## config.mk

```make
export PLATFORM = sky130hd
export DESIGN_NAME = button_debouncer
export DESIGN_NICKNAME = d
export VERILOG_FILES = /design/src/rtl/button_debouncer.sv
export SDC_FILE = /design/constraint.sdc
export NUM_CORES = 1
export LEC_CHECK = 0
export ABC_AREA = 1
export BUFFER_PORTS_ARGS = -buffer_cell sky130_fd_sc_hd__buf_2
export CAP_MARGIN = 20
export CORE_MARGIN = 10
export CORE_UTILIZATION = 48
export CTS_CLUSTER_SIZE = 12
export DETAILED_ROUTE_END_ITERATION = 6
export HOLD_SLACK_MARGIN = 0.03
export PLACE_DENSITY = 0.65
export SLEW_MARGIN = 20
export SYNTH_ARGS = -nofsm -noshare
export SYNTH_HDL_FRONTEND = slang
export SYNTH_SLANG_ARGS = --single-unit
```

## constraint.sdc

```tcl
create_clock -name clk -period 1.47 [get_ports clk]
set_clock_uncertainty 0.05 [all_clocks]
set_input_delay 0.294 -clock clk [delete_from_list [all_inputs] [get_ports clk]]
set_output_delay 0.294 -clock clk [all_outputs]
set_load 0.05 [all_outputs]
```

## src/rtl/button_debouncer.sv

```systemverilog
// Multi-channel push-button debouncer: two-flop synchroniser, stability
// counter and registered press/release pulses per channel.
module button_debouncer #(
  parameter int BTN_COUNT       = 7,
  parameter int DEBOUNCE_CYCLES = 500000
) (
  input  logic                 clk,
  input  logic                 reset_n,
  input  logic [BTN_COUNT-1:0] btn,
  output logic [BTN_COUNT-1:0] level,
  output logic [BTN_COUNT-1:0] trigger,
  output logic [BTN_COUNT-1:0] released
);

  localparam int CW = $clog2(DEBOUNCE_CYCLES);
  localparam logic [CW-1:0] LAST = CW'(DEBOUNCE_CYCLES - 1);

  logic [BTN_COUNT-1:0] s1;
  logic [BTN_COUNT-1:0] s2;
  logic [CW-1:0]        cnt [BTN_COUNT];

  always_ff @(posedge clk) begin
    if (!reset_n) begin
      s1       <= '0;
      s2       <= '0;
      level    <= '0;
      trigger  <= '0;
      released <= '0;
      for (int i = 0; i < BTN_COUNT; i++) begin
        cnt[i] <= '0;
      end
    end else begin
      s1       <= btn;
      s2       <= s1;
      trigger  <= '0;
      released <= '0;
      for (int i = 0; i < BTN_COUNT; i++) begin
        // Any sample matching level restarts the stability window.
        if (s2[i] == level[i]) begin
          cnt[i] <= '0;
        end else if (cnt[i] != LAST) begin
          cnt[i] <= cnt[i] + CW'(1);
        end else begin
          cnt[i]      <= '0;
          level[i]    <= s2[i];
          trigger[i]  <= s2[i];
          released[i] <= ~s2[i];
        end
      end
    end
  end

endmodule

```

Word level (Yosys, flattened, before mapping)
Memory sizes are Yosys's and may differ from the RTL's.
Index checks and enable logic that the tools add are counted.

cells by class
  bitwise gates (word level) = 43
  eq/ne operators = 14
  add/subtract/negate cells = 7
  muxes and demuxes = 99
  reduce and logical (&&, ||, !) cells = 14

operators by type and width
  kind                                           count
  2-to-1 mux 19 bit                              21
  adder 19 x 1 -> 19 bit, second input constant  7
  != test 19 bit, second input constant          7
  2-to-1 mux 1 bit                               78
  inverter 1 bit                                 22
  OR 1 bit                                       21
  OR reduction 3 bit                             7
  AND reduction 2 bit                            7
  equality test 1 bit                            7

storage, ports and cells
  flip-flop bits (word level) = 35
  word-level logic and storage cells = 201
  output and inout port bits = 21
  memories kept = 1
  memory bits (writable) = 133
  input port bits = 9

memory list
  name  depth  width  read ports  clocked after memory_dff  write ports  RTL line  RTL
  cnt   7      19     7           0                         7            20        logic [CW-1:0] cnt [BTN_COUNT];

Logic depth before layout (Yosys ltp)
Gate-level depths: netlist of run 1.

  depth in word-level cells = 7
  depth in mapped cells = 10
  gate-level depth less buffers = 10

Worst setup path after synthesis of run 1
Ideal clock, no wire load.

  path kind = flip-flop to flip-flop
  start point = register level[2]
  end point = memory cnt[2][10] (netlist bit) (data pin)
  path buffers = 1
  setup slack = -0.122 ns
  data arrival time = 1.288 ns
  stages on the path, launching flop included = 7
  library setup time = 0.254 ns
  path through = dfxtp_1 or2_2 nand3_1 inv_1 nand2_2 buf_6 nor2_1

RTL lines
  what                              RTL line  RTL
  start: declaration                10        output logic [BTN_COUNT-1:0] level,
  start signal: indexed assignment  45        level[i] <= s2[i];
  end: declaration                  20

==> metrics.yaml, run 1 <==
status: "complete, but fails checks"
violations: "setup timing"
final_cells: 1815
multi_input_area_sq_mm: 0.00587
nets: 1553
ys_ff_latch: 168
drtIter0Drc: 363
peakVddDrop_mv: 0.828
drt-total-wl_um: 22000
dr.pass1.iters: 5
hold_violations: 0
crit_arrival_ns: 1.82
syn_avg_cell_area_sq_um: 8.05
period_minus_slack_ns: 1.68
drc_errors: 0
grt_remaining_overflow: 0
hold_path_end: "s1[2]"
synthCells: 1172
fill_cells: 1495
critPathKind: "reg -> reg"
cts_buffers: 17
fmax_ghz: 0.595
rsz0062_at_grt: "true"
io_buffers: 29
leakagePower_nw: 5.74
die_w_um: 160
start_util_pct: 48.6
start_kind: "register"
grt_max_degree: 19
detailed_place_hpwl_um: 14900
r2r_setup_slack_ns: -0.21
pre_cts_ws_ns: -0.134
yosysUniqueCellTypes: 34
design_area_sq_mm: 0.0138
r2r-start: "cnt[2][5]"
io_pins: 30
syn2layout_area_growth_pct: 45.8
grt_pass1_wl_um: 35600
cts_tree: "done"
r2r-end: "cnt[2][18]"
maxCapViolCount: 0
final_util_pct: 70.9
dp.cells: 1733
fin_ws_ns: -0.210
min-delay-path-class: "in -> reg"
yosys_warnings: 0
clock-sinks: 168
drive_above_1_share_pct: 33.3
cp.required_ns: 1.61
netlist_area_sq_mm: 0.00944
worstRegToRegCells: 7
post_dp_cell_area_sq_mm: 0.0115
power.density_mw_per_mm2: 783
row_count: 51
path_clk_slew_ns: 0.07
dieHeight_um: 160
seq_area_frac_synth_pct: 49.7
antenna_found_initial: 0
finalCritPeriodShare_pct: 114
antenna_cells: 0
place_congestion: 0.861
insertion_delay_ns: 0.43
grt_usage_pct: 16.3
htreeDepth: 4
min_from: "reset_n"
setup_viol: 122
ff_latch_area_sq_mm: 0.00470
vias_per_cell: 4.71
endpoint_kind: "register"
die_area_sq_mm: 0.0257
dr_total_vias: 8542
root_buffer: "clkbuf_16"
min_path_cells: 4
drv_slew: 0
clockBufferDepth: 2
path_max_fanout: 4
wl_per_cell_um: 12.1
fp.coreArea_sq_mm: 0.0194
grt_pass1_vias: 8182
antenna_left: 0
worst max-delay path by stage:
stage / start / end / slack [ns] / depth (start not counted)
after global placement: cnt[4][0] / cnt[4][18] / -0.09 / 8
after detailed placement: cnt[3][0] / cnt[3][2] / -0.13 / 7
after floorplan: cnt[3][0] / cnt[3][11] / -0.02 / 7
after CTS: cnt[5][0] / cnt[5][18] / -0.07 / 8
after global routing: cnt[2][5] / cnt[2][18] / -0.25 / 7
final: cnt[2][5] / cnt[2][18] / -0.21 / 7
where the power goes:
part           leakage, nW  switching (mW)  internal (mW)
clock network        0.292            1.97           2.40
logic                 3.79           0.539          0.420
registers             1.66           0.142           5.30
registers in the layout, indices dropped and copies added (netlist names):
register  count
cnt         133
s2            7
level         7
trigger       7
released      7
s1            7
Yosys cell counts (all sizes together):
cell / number / area share, %
xnor2: 37 / 3.4
nand3: 80 / 4.7
ha: 7 / 0.93
xor2: 22 / 2.0
clkbuf: 2 / 0.080
edfxtp: 133 / 42
buf: 10 / 1.0
nand3b: 8 / 0.64
conb: 1 / 0.040
a21oi: 48 / 2.6
o21bai: 5 / 0.40
or2: 4 / 0.27
nor2: 292 / 13
nor2b: 4 / 0.27
and2: 3 / 0.20
inv: 144 / 5.7
nor3: 12 / 0.74
dfxtp: 35 / 7.4
o21ai: 8 / 0.42
nand4: 33 / 2.2
nand2: 284 / 12
final cells by class:
class / count / area share, %
Timing Repair Buffer: 219 / 12.6
Clock inverter: 13 / 0.755
Inverter: 144 / 3.97
Multi-Input combinational cell: 987 / 42.6
Sequential cell: 168 / 34.2
Clock buffer: 19 / 3.45
Tap cell: 265 / 2.41
cell usage in the layout (no fill, tap or decap), types with 13 or more instances in the layout:
cell type,Yosys,routed
nand2_1,273,251
nor2_1,268,172
buf_4,1,160
edfxtp_1,133,133
conb_1,1,133
inv_1,142,128
nor2_2,15,61
nor2_4,9,59
nand3_1,73,48
nand4_1,33,33
dfxtp_1,35,29
buf_2,2,27
xnor2_1,37,26
nand3_2,6,25
a21oi_2,1,24
a21oi_1,47,22
nand2_4,5,20
xor2_1,22,19
clkbuf_16,0,19
buf_6,7,17
inv_2,2,14
nand2_2,6,13
repair_timing:
action,4_1_cts,5_1_grt
endpoints found under the setup margin,128,150
pin swaps,47,75
hold endpoints to repair,7,0
cloned,4,3
hold buffers,7,0
buffers inserted,12,25
resized for setup,129,186
worst max-delay path, stage by stage, from the launching register on:
cell,delay [ns]
edfxtp_1,0.49
nor2_2,0.16
nand2_1,0.12
nor2_4,0.16
nand3_4,0.18
buf_6,0.18
nand3_2,0.05
nor2_1,0.04
cells by family after synthesis:
logic type | share of synthesized area [%]
adders and majority gates | 0.928
xor gates and xnor gates | 5.48
AOI/OAI and AO/OA | 3.41
other | 0.0397
DFF | 49.7
and+or+nand+nor | 33.6
buffers and inverters | 6.83
metrics by stage:
step / setup TNS, ns / total power, mW / hold slack [ns]
finish: -8.55 / 10.8 / 0.190
CTS: -3.22 / 10.7 / 0.186
global route: -19.27 / 11.2 / 0.206
floorplan: -0.281 / 5.94 / 0.340
detailed placement: -8.13 / 6.26 / 0.355
global placement: -3.65 / 6.24 / 0.345
metal layers:
layer / GRT usage, % / share of wire (%)
met1: 19.8 / 44
met2: 28.5 / 51
met3: 2.88 / 3.3
met4: 5.55 / 1.8
met5: 0 / 0
(Power assumes the default switching activity.)
==> inputs of run 2 (changes only) <==
--- a/config.mk
+++ b/config.mk
@@ -8,12 +8,14 @@
 export ABC_AREA = 1
 export BUFFER_PORTS_ARGS = -buffer_cell sky130_fd_sc_hd__buf_2
 export CAP_MARGIN = 20
+export CELL_PAD_IN_SITES_DETAIL_PLACEMENT = 1
+export CELL_PAD_IN_SITES_GLOBAL_PLACEMENT = 2
 export CORE_MARGIN = 10
-export CORE_UTILIZATION = 48
+export CORE_UTILIZATION = 34
 export CTS_CLUSTER_SIZE = 12
 export DETAILED_ROUTE_END_ITERATION = 6
 export HOLD_SLACK_MARGIN = 0.03
-export PLACE_DENSITY = 0.65
+export PLACE_DENSITY = 0.73
 export SLEW_MARGIN = 20
 export SYNTH_ARGS = -nofsm -noshare
 export SYNTH_HDL_FRONTEND = slang
==> run 2 against run 1 <==
Effect of this change: the run still ends with setup timing left; routed wire length up 24%; clock-buffer cell count is 2 higher; cell count is 10% higher; hold slack worse by 0.13 ns; power is 3.8% higher; non-clock buffer count up 80; register-to-register slack better by 0.04 ns; critical path depth is the same; critical path type unchanged; critical endpoint is now cnt[6][18]; largest cell class unchanged; largest power group unchanged.
==> metrics.yaml, run 2 (same netlist as run 1, synthesis figures left out) <==
status: "complete, but fails checks"
violations: "setup timing"
wl_per_cell_um: 13.6
antenna_cells: 0
period_minus_slack_ns: 1.64
final_cells: 2002
maxCapViolCount: 0
cts_tree: "done"
peakVddDrop_mv: 0.643
vias_per_cell: 4.46
path_cells: "ha_2 -> inv_2 -> nor2_4 -> nand3_4 -> buf_6 -> nand3_2 -> nor2_2"
endpoint_kind: "register"
final_common_cell: "nand2_1"
clock-sinks: 168
leakagePower_nw: 6.19
antenna_found_initial: 0
largest_reg_flops: 133
drc_errors: 0
fp.coreArea_sq_mm: 0.0271
grt_max_degree: 19
fmax_ghz: 0.609
busiest_layer: "met2"
dp.cells: 1893
insertion_delay_ns: 0.43
die_w_um: 187
start_util_pct: 34.8
regMostFlops: "cnt"
path_clk_slew_ns: 0.06
start_kind: "register"
grt_pass1_wl_um: 43600
drv_slew: 0
setup_viol: 137
htreeDepth: 4
min-delay-path-class: "in -> reg"
cp_num_buf_inv: 2
dr_total_vias: 8932
cp_top_family: "simple AND/OR/NAND/NOR gates"
rsz0062_at_grt: "true"
power_mw: 11.2
crit_path_top_delay_cell: "edfxtp_1"
clockBufferDepth: 2
grt_usage_pct: 14.8
tightest_slew_ns: 0.512
dr.pass1.iters: 4
met3_usage_pct: 2.29
antenna_left: 0
cts_buffers: 17
io_pins: 30
die_area_sq_mm: 0.0348
cpPeakStageDelay_ns: 0.36
path_max_fanout: 5
finalCritPeriodShare_pct: 112
critPathKind: "reg -> reg"
detailed_place_hpwl_um: 18700
drive_above_1_share_pct: 40.4
syn2layout_area_growth_pct: 58.4
grt_use_met2_pct: 25.9
place_congestion: 0.771
grt_remaining_overflow: 0
fin_ws_ns: -0.172
grtUsageMet1_pct: 18.6
dieHeight_um: 187
cp.required_ns: 1.60
row_count: 60
crit_arrival_ns: 1.77
nets: 1633
grt_pass1_vias: 9177
root_buffer: "clkbuf_16"
hold_violations: 0
power.density_mw_per_mm2: 749
drtIter0Drc: 269
io_buffers: 29
drt-total-wl_um: 27300
layout_common_cells: "236 x nand2_1, 226 x buf_4, 153 x nor2_1"
slew_headroom_pct: 65.8
-- run 2: report_power, final --
part	internal (mW)	switching, mW
registers	5.30	0.141
clock network	2.72	1.93
logic	0.493	0.604
total	8.51	2.67
-- run 2: final cells by class --
type / count / area, sq um
clock buffer: 21 / 450
clock inverter: 11 / 148
fill: 3210 / 12200
inverter: 144 / 552
multi-input combinational: 987 / 6190
sequential: 168 / 4700
tap: 372 / 465
timing repair buffer: 299 / 2440
-- run 2: through the flow --
step                utilization (%)  setup slack (ns)  setup TNS [ns]  instance area [sq um]  hold slack (ns)
finish                         55.1            -0.172          -10.10                  14900           0.0646
global route                   55.1            -0.248          -21.28                  14900           0.0655
CTS                            50.6            -0.102           -5.76                  13700           0.0442
detailed placement             44.5            -0.176          -11.69                  12100            0.356
global placement               44.5            -0.135           -8.29                  12100            0.349
floorplan                         -           -0.0181          -0.281                   9980            0.340
-- run 2: final timing paths --
kind	startpoint	to	slack (ns)	depth (start not counted)
setup / recovery	cnt[6][0]	cnt[6][18]	-0.17	7
hold / removal	btn[1]	s1[1]	0.06	3
setup reg to reg	cnt[6][0]	cnt[6][18]	-0.17	7
hold reg to reg	s1[6]	s2[6]	0.37	2
-- run 2: tightest hold or removal path, delay by kind of cell --
family / cells / cell delay [ns]
buffers and inverters: 2 / 0.15
AND/OR/NAND/NOR: 1 / 0.06
-- run 2: metal layers --
layer / routed length, um / up-vias
met5: 0 / -
met4: 283 / 0
met3: 523 / 22
met2: 14100 / 58
met1: 12400 / 4317
li1: - / 4535
-- run 2: timing repair --
action,in CTS,in global routing
endpoints found under the setup margin,139,152
cloned,3,5
pin swaps,54,100
gates resized for setup,183,231
hold buffers,6,0
buffers inserted,30,37
endpoints found under the hold margin,6,0
